===== config.mk =====
export PLATFORM = sky130hd
export DESIGN_NAME = mmio_bridge_fsm
export DESIGN_NICKNAME = d
export VERILOG_FILES = /design/src/rtl/mmio_bridge_fsm.sv
export SDC_FILE = /design/constraint.sdc
export NUM_CORES = 1
export LEC_CHECK = 0
export ABC_AREA = 1
export CORE_MARGIN = 5
export CORE_UTILIZATION = 39
export CTS_BUF_LIST = sky130_fd_sc_hd__clkbuf_16
export DETAILED_ROUTE_END_ITERATION = 8
export PLACE_DENSITY = 0.83
export REMOVE_ABC_BUFFERS = 1
export SYNTH_ARGS = -nofsm -noshare
export SYNTH_HDL_FRONTEND = slang
export SYNTH_SLANG_ARGS = --single-unit

===== constraint.sdc =====
create_clock -name clk -period 5 [get_ports clk]
set_input_delay 1 -clock clk [delete_from_list [all_inputs] [get_ports clk]]
set_output_delay 1 -clock clk [all_outputs]
set_load 0.02 [all_outputs]

===== src/rtl/mmio_bridge_fsm.sv =====
// mmio_bridge_fsm: registered CPU-to-MMIO bridge. Decodes the CPU access
// against per-slave base/mask windows and runs a req/ready handshake with the
// selected slave. Unmapped addresses and slave timeouts complete with an error.
module mmio_bridge_fsm #(
  parameter int                      NUM_SLV  = 4,
  parameter logic [32*NUM_SLV-1:0]   SLV_BASE = '0,
  parameter logic [32*NUM_SLV-1:0]   SLV_MASK = '0,
  parameter int                      TIMEOUT  = 16
) (
  input  logic                     clk,
  input  logic                     reset,
  input  logic                     cpu_req,
  input  logic [31:0]              cpu_addr,
  input  logic [31:0]              cpu_wdata,
  input  logic [3:0]               cpu_byteen,
  output logic                     cpu_ack,
  output logic                     cpu_err,
  output logic [31:0]              cpu_rdata,
  output logic [NUM_SLV-1:0]       s_sel,
  output logic [31:0]              s_addr,
  output logic [31:0]              s_wdata,
  output logic [3:0]               s_byteen,
  input  logic [32*NUM_SLV-1:0]    s_rdata,
  input  logic [NUM_SLV-1:0]       s_ready
);

  localparam int            CW       = $clog2(TIMEOUT) + 1;
  localparam logic [CW-1:0] CNT_LAST = CW'(TIMEOUT - 1);

  typedef enum logic [1:0] {IDLE, ACCESS, DONE, ERR} state_t;

  state_t               state_reg;
  logic [CW-1:0]        cnt_reg;
  logic                 cpu_ack_reg;
  logic                 cpu_err_reg;
  logic [31:0]          cpu_rdata_reg;
  logic [NUM_SLV-1:0]   s_sel_reg;
  logic [31:0]          s_addr_reg;
  logic [31:0]          s_wdata_reg;
  logic [3:0]           s_byteen_reg;

  logic [NUM_SLV-1:0]   hit;
  logic [NUM_SLV-1:0]   sel_next;
  logic [31:0]          rdata_masked [NUM_SLV];
  logic [31:0]          rdata_sel;
  logic                 ready_sel;

  // Per-window address decode and read-data gating by the registered select
  genvar gi;
  generate
    for (gi = 0; gi < NUM_SLV; gi++) begin : g_slv
      assign hit[gi]          = ((cpu_addr & SLV_MASK[32*gi +: 32]) == SLV_BASE[32*gi +: 32]);
      assign rdata_masked[gi] = s_rdata[32*gi +: 32] & {32{s_sel_reg[gi]}};
    end
  endgenerate

  // Priority select: scanning downwards lets the lowest-index hit win on overlap
  always_comb begin
    sel_next = '0;
    for (int i = NUM_SLV - 1; i >= 0; i--) begin
      if (hit[i]) begin
        sel_next    = '0;
        sel_next[i] = 1'b1;
      end
    end
  end

  // Read data of the selected slave (select is one-hot, so OR is a mux)
  always_comb begin
    rdata_sel = '0;
    for (int i = 0; i < NUM_SLV; i++) begin
      rdata_sel = rdata_sel | rdata_masked[i];
    end
  end

  assign ready_sel = |(s_ready & s_sel_reg);

  // Bridge FSM with all CPU and slave outputs registered
  always_ff @(posedge clk or negedge reset) begin
    if (!reset) begin
      state_reg     <= IDLE;
      cnt_reg       <= '0;
      cpu_ack_reg   <= 1'b0;
      cpu_err_reg   <= 1'b0;
      cpu_rdata_reg <= '0;
      s_sel_reg     <= '0;
      s_addr_reg    <= '0;
      s_wdata_reg   <= '0;
      s_byteen_reg  <= '0;
    end else begin
      case (state_reg)
        IDLE: begin
          if (cpu_req) begin
            s_addr_reg  <= cpu_addr;
            s_wdata_reg <= cpu_wdata;
            cnt_reg     <= '0;
            if (|hit) begin
              s_sel_reg    <= sel_next;
              s_byteen_reg <= cpu_byteen;
              state_reg    <= ACCESS;
            end else begin
              s_sel_reg    <= '0;
              s_byteen_reg <= '0;
              state_reg    <= ERR;
            end
          end
        end
        ACCESS: begin
          if (ready_sel) begin
            cpu_rdata_reg <= rdata_sel;
            cpu_ack_reg   <= 1'b1;
            cpu_err_reg   <= 1'b0;
            s_sel_reg     <= '0;
            s_byteen_reg  <= '0;
            state_reg     <= DONE;
          end else if (cnt_reg == CNT_LAST) begin
            cpu_rdata_reg <= '0;
            cpu_ack_reg   <= 1'b1;
            cpu_err_reg   <= 1'b1;
            s_sel_reg     <= '0;
            s_byteen_reg  <= '0;
            state_reg     <= ERR;
          end else begin
            cnt_reg <= cnt_reg + 1'b1;
          end
        end
        DONE: begin
          cpu_ack_reg <= 1'b0;
          cpu_err_reg <= 1'b0;
          state_reg   <= IDLE;
        end
        ERR: begin
          // A timeout enters with the ack already raised; an unmapped access
          // spends one silent cycle here so its ack lands two cycles after the
          // request, the same as the fastest mapped access.
          if (cpu_ack_reg) begin
            cpu_ack_reg <= 1'b0;
            cpu_err_reg <= 1'b0;
            state_reg   <= IDLE;
          end else begin
            cpu_ack_reg   <= 1'b1;
            cpu_err_reg   <= 1'b1;
            cpu_rdata_reg <= '0;
          end
        end
        default: state_reg <= IDLE;
      endcase
    end
  end

  assign cpu_ack   = cpu_ack_reg;
  assign cpu_err   = cpu_err_reg;
  assign cpu_rdata = cpu_rdata_reg;
  assign s_sel     = s_sel_reg;
  assign s_addr    = s_addr_reg;
  assign s_wdata   = s_wdata_reg;
  assign s_byteen  = s_byteen_reg;

endmodule


==> flow_metrics.env <==
export IMPL_worstPathRequired_ns=5.26
export IMPL_core_sq_um=11600
export IMPL_maxCapViolCount=0
export IMPL_vdd_ir_drop_max_mv=0.329
export IMPL_start_util=0.401
export IMPL_grt_max_degree=81
export IMPL_seq_area_frac_synth=0.593
export IMPL_min_path_type="reg2reg"
export IMPL_ys_ff_latch=110
export IMPL_start_kind="input port"
export IMPL_diodes=0
export IMPL_h_tree_depth=3
export IMPL_areaGrowthSynthToFinish_pct=51.5
export IMPL_rsz0062_at_grt="no"
export IMPL_fmax_mhz=384
export IMPL_cts_tree="built"
export IMPL_ys_warn_count=0
export IMPL_die_area_sq_um=14200
export IMPL_slew_headroom=0.263
export IMPL_yosysUniqueCellTypes=21
export IMPL_cp_max_fo=41
export IMPL_fp_dieH_um=119
export IMPL_powerDensity_nw_per_um2=593
export IMPL_crit_type="in2reg"
export IMPL_hold_viol_final=0
export IMPL_tightestPinTransition_ns=1.11
export IMPL_cts_setup_buffers=0
export IMPL_clock_sinks=110
export IMPL_fin_crit_ns=2.61
export IMPL_place_hpwl_um=8830
export IMPL_ios=309
export IMPL_initialDrtViolationCount=198
export IMPL_reg2regPathDepth=10
export IMPL_end_kind="register"
export IMPL_power_leakage_nw=3.61
export IMPL_hold_buffers=0
export IMPL_cts_max_path_buffers=2
export IMPL_drt_vias_per_instance=4.61
export IMPL_cts_resized=0
export IMPL_drc=0
export IMPL_synthesis_area_sq_um=4640
export IMPL_skew_ns=0.00721
export IMPL_drt_first_pass_iters=4
export IMPL_wire_per_inst_um=14.1
export IMPL_die_x_um=119
export IMPL_ant_nets=0
export IMPL_tns_ns=0
export IMPL_finalCritPeriodShare=0.521
export IMPL_final_common_cell="nand2_1"
export IMPL_cts_buffers=9
export IMPL_grtUsageTotal=0.180
export IMPL_whs_path_depth=2
export IMPL_num_vias=4164
export IMPL_finalSetupViolations=0
export IMPL_outcome="finished, final reports clean"
export IMPL_most_common_layout_cells="284 x nand2_1, 205 x clkdlybuf4s50_1, 110 x dfrtp_1"
export IMPL_root_buffer="clkbuf_16"
export IMPL_clk_latency_ns=0.33
export IMPL_totalWireLength_um=12700
export IMPL_grt_pass1_wl_um=20800
export IMPL_fin_util=0.608
export IMPL_grt_pass1_vias=4174
export IMPL_clk_pin_slew_ns=0.07
export IMPL_drive_gt1_frac=0.0342
export IMPL_synth_area_per_cell_sq_um=8.22
export IMPL_arrival_ns=2.87
export IMPL_slew_violations=0
export IMPL_gp_congestion=0.764
export IMPL_antenna_found_initial=0
export IMPL_overflow=0
export IMPL_nets=961
export IMPL_synthCells=565
export IMPL_io_buffers=206
export IMPL_rows=39
-- cell type report --
cell class,count,area [sq um]
Fill cell,996,4530
Sequential cell,110,2750
Timing Repair Buffer,210,2090
Multi-Input combinational cell,384,1560
Clock buffer,9,225
Tap cell,143,179
Inverter,41,154
Clock inverter,7,75.1
-- metrics by stage --
| stage | hold WS, ns | worst slack (ns) | area [sq um] | total power, W | std cells |
|---|---|---|---|---|---|
| 2_1_floorplan | 0.469 | 2.06 | 4470 | 0.00247 | 535 |
| 3_3_place_gp | 0.461 | 2.03 | 6740 | 0.00345 | 888 |
| 3_5_place_dp | 0.465 | 2.02 | 6740 | 0.00349 | 888 |
| 4_1_cts | 0.483 | 2.39 | 7040 | 0.00423 | 904 |
| 5_1_grt | 0.504 | 2.22 | 7040 | 0.00447 | 904 |
| 6_report | 0.481 | 2.39 | 7040 | 0.00417 | 904 |
-- report_power, final --
| part | internal (W) | switching (W) |
|---|---|---|
| combinational | 0.000870 | 0.00113 |
| sequential | 0.00125 | 0.000206 |
| clock | 0.000391 | 0.000324 |
-- metal layers --
metal | vias up | global-route usage | wire (um)
li1 | 2069 | - | -
met1 | 1899 | 0.229 | 5290
met2 | 185 | 0.273 | 5610
met3 | 11 | 0.0882 | 1680
met4 | 0 | 0.0492 | 148
met5 | - | 0 | 0
-- synthesized netlist by cell type, drive strengths merged --
| library cell | number | share of area |
|---|---|---|
| or2 | 1 | 0.0013 |
| clkbuf | 7 | 0.0057 |
| nand4 | 1 | 0.0013 |
| nand3 | 52 | 0.057 |
| nand2 | 286 | 0.24 |
| o21a | 1 | 0.0016 |
| ha | 2 | 0.0054 |
| o21ai | 1 | 0.0011 |
| nor2 | 37 | 0.030 |
| dfrtp | 110 | 0.59 |
| conb | 1 | 0.00081 |
| inv | 41 | 0.033 |
| buf | 25 | 0.034 |
-- path summary, 6_finish.rpt --
check | from | endpoint | slack, ns
setup / recovery | s_ready[0] | cpu_rdata[16]$_DFFE_PN0P_ | 2.39
hold / removal | s_wdata[30]$_DFFE_PN0P_ | s_wdata[30]$_DFFE_PN0P_ | 0.48
setup reg to reg | cnt_reg[0]$_DFFE_PN0P_ | cpu_rdata[16]$_DFFE_PN0P_ | 2.62
hold reg to reg | s_wdata[30]$_DFFE_PN0P_ | s_wdata[30]$_DFFE_PN0P_ | 0.48
max in group asynchronous | reset | cpu_rdata[16]$_DFFE_PN0P_ | 3.16
min in group asynchronous | reset | cpu_rdata[3]$_DFFE_PN0P_ | 0.83
-- critical path, cell delays in order --
cell and delay [ns]:
clkdlybuf4s50_1 0.49, nand2_1 0.11, nand2_1 0.13, nand2_2 0.50
nand2_8 0.45, nand2_1 0.10, nand2_1 0.08
-- cells by family (layout without fill, tap and decap cells) --
group | after synthesis | in the layout | share of synthesized area
compound gates | 2 | 2 | 0.00269
fa+ha+maj | 2 | 2 | 0.00539
buf+inv | 73 | 267 | 0.0728
flops | 110 | 110 | 0.593
other cells | 1 | 3 | 0.000808
simple gates | 377 | 377 | 0.326
(Power assumes the default switching activity.)
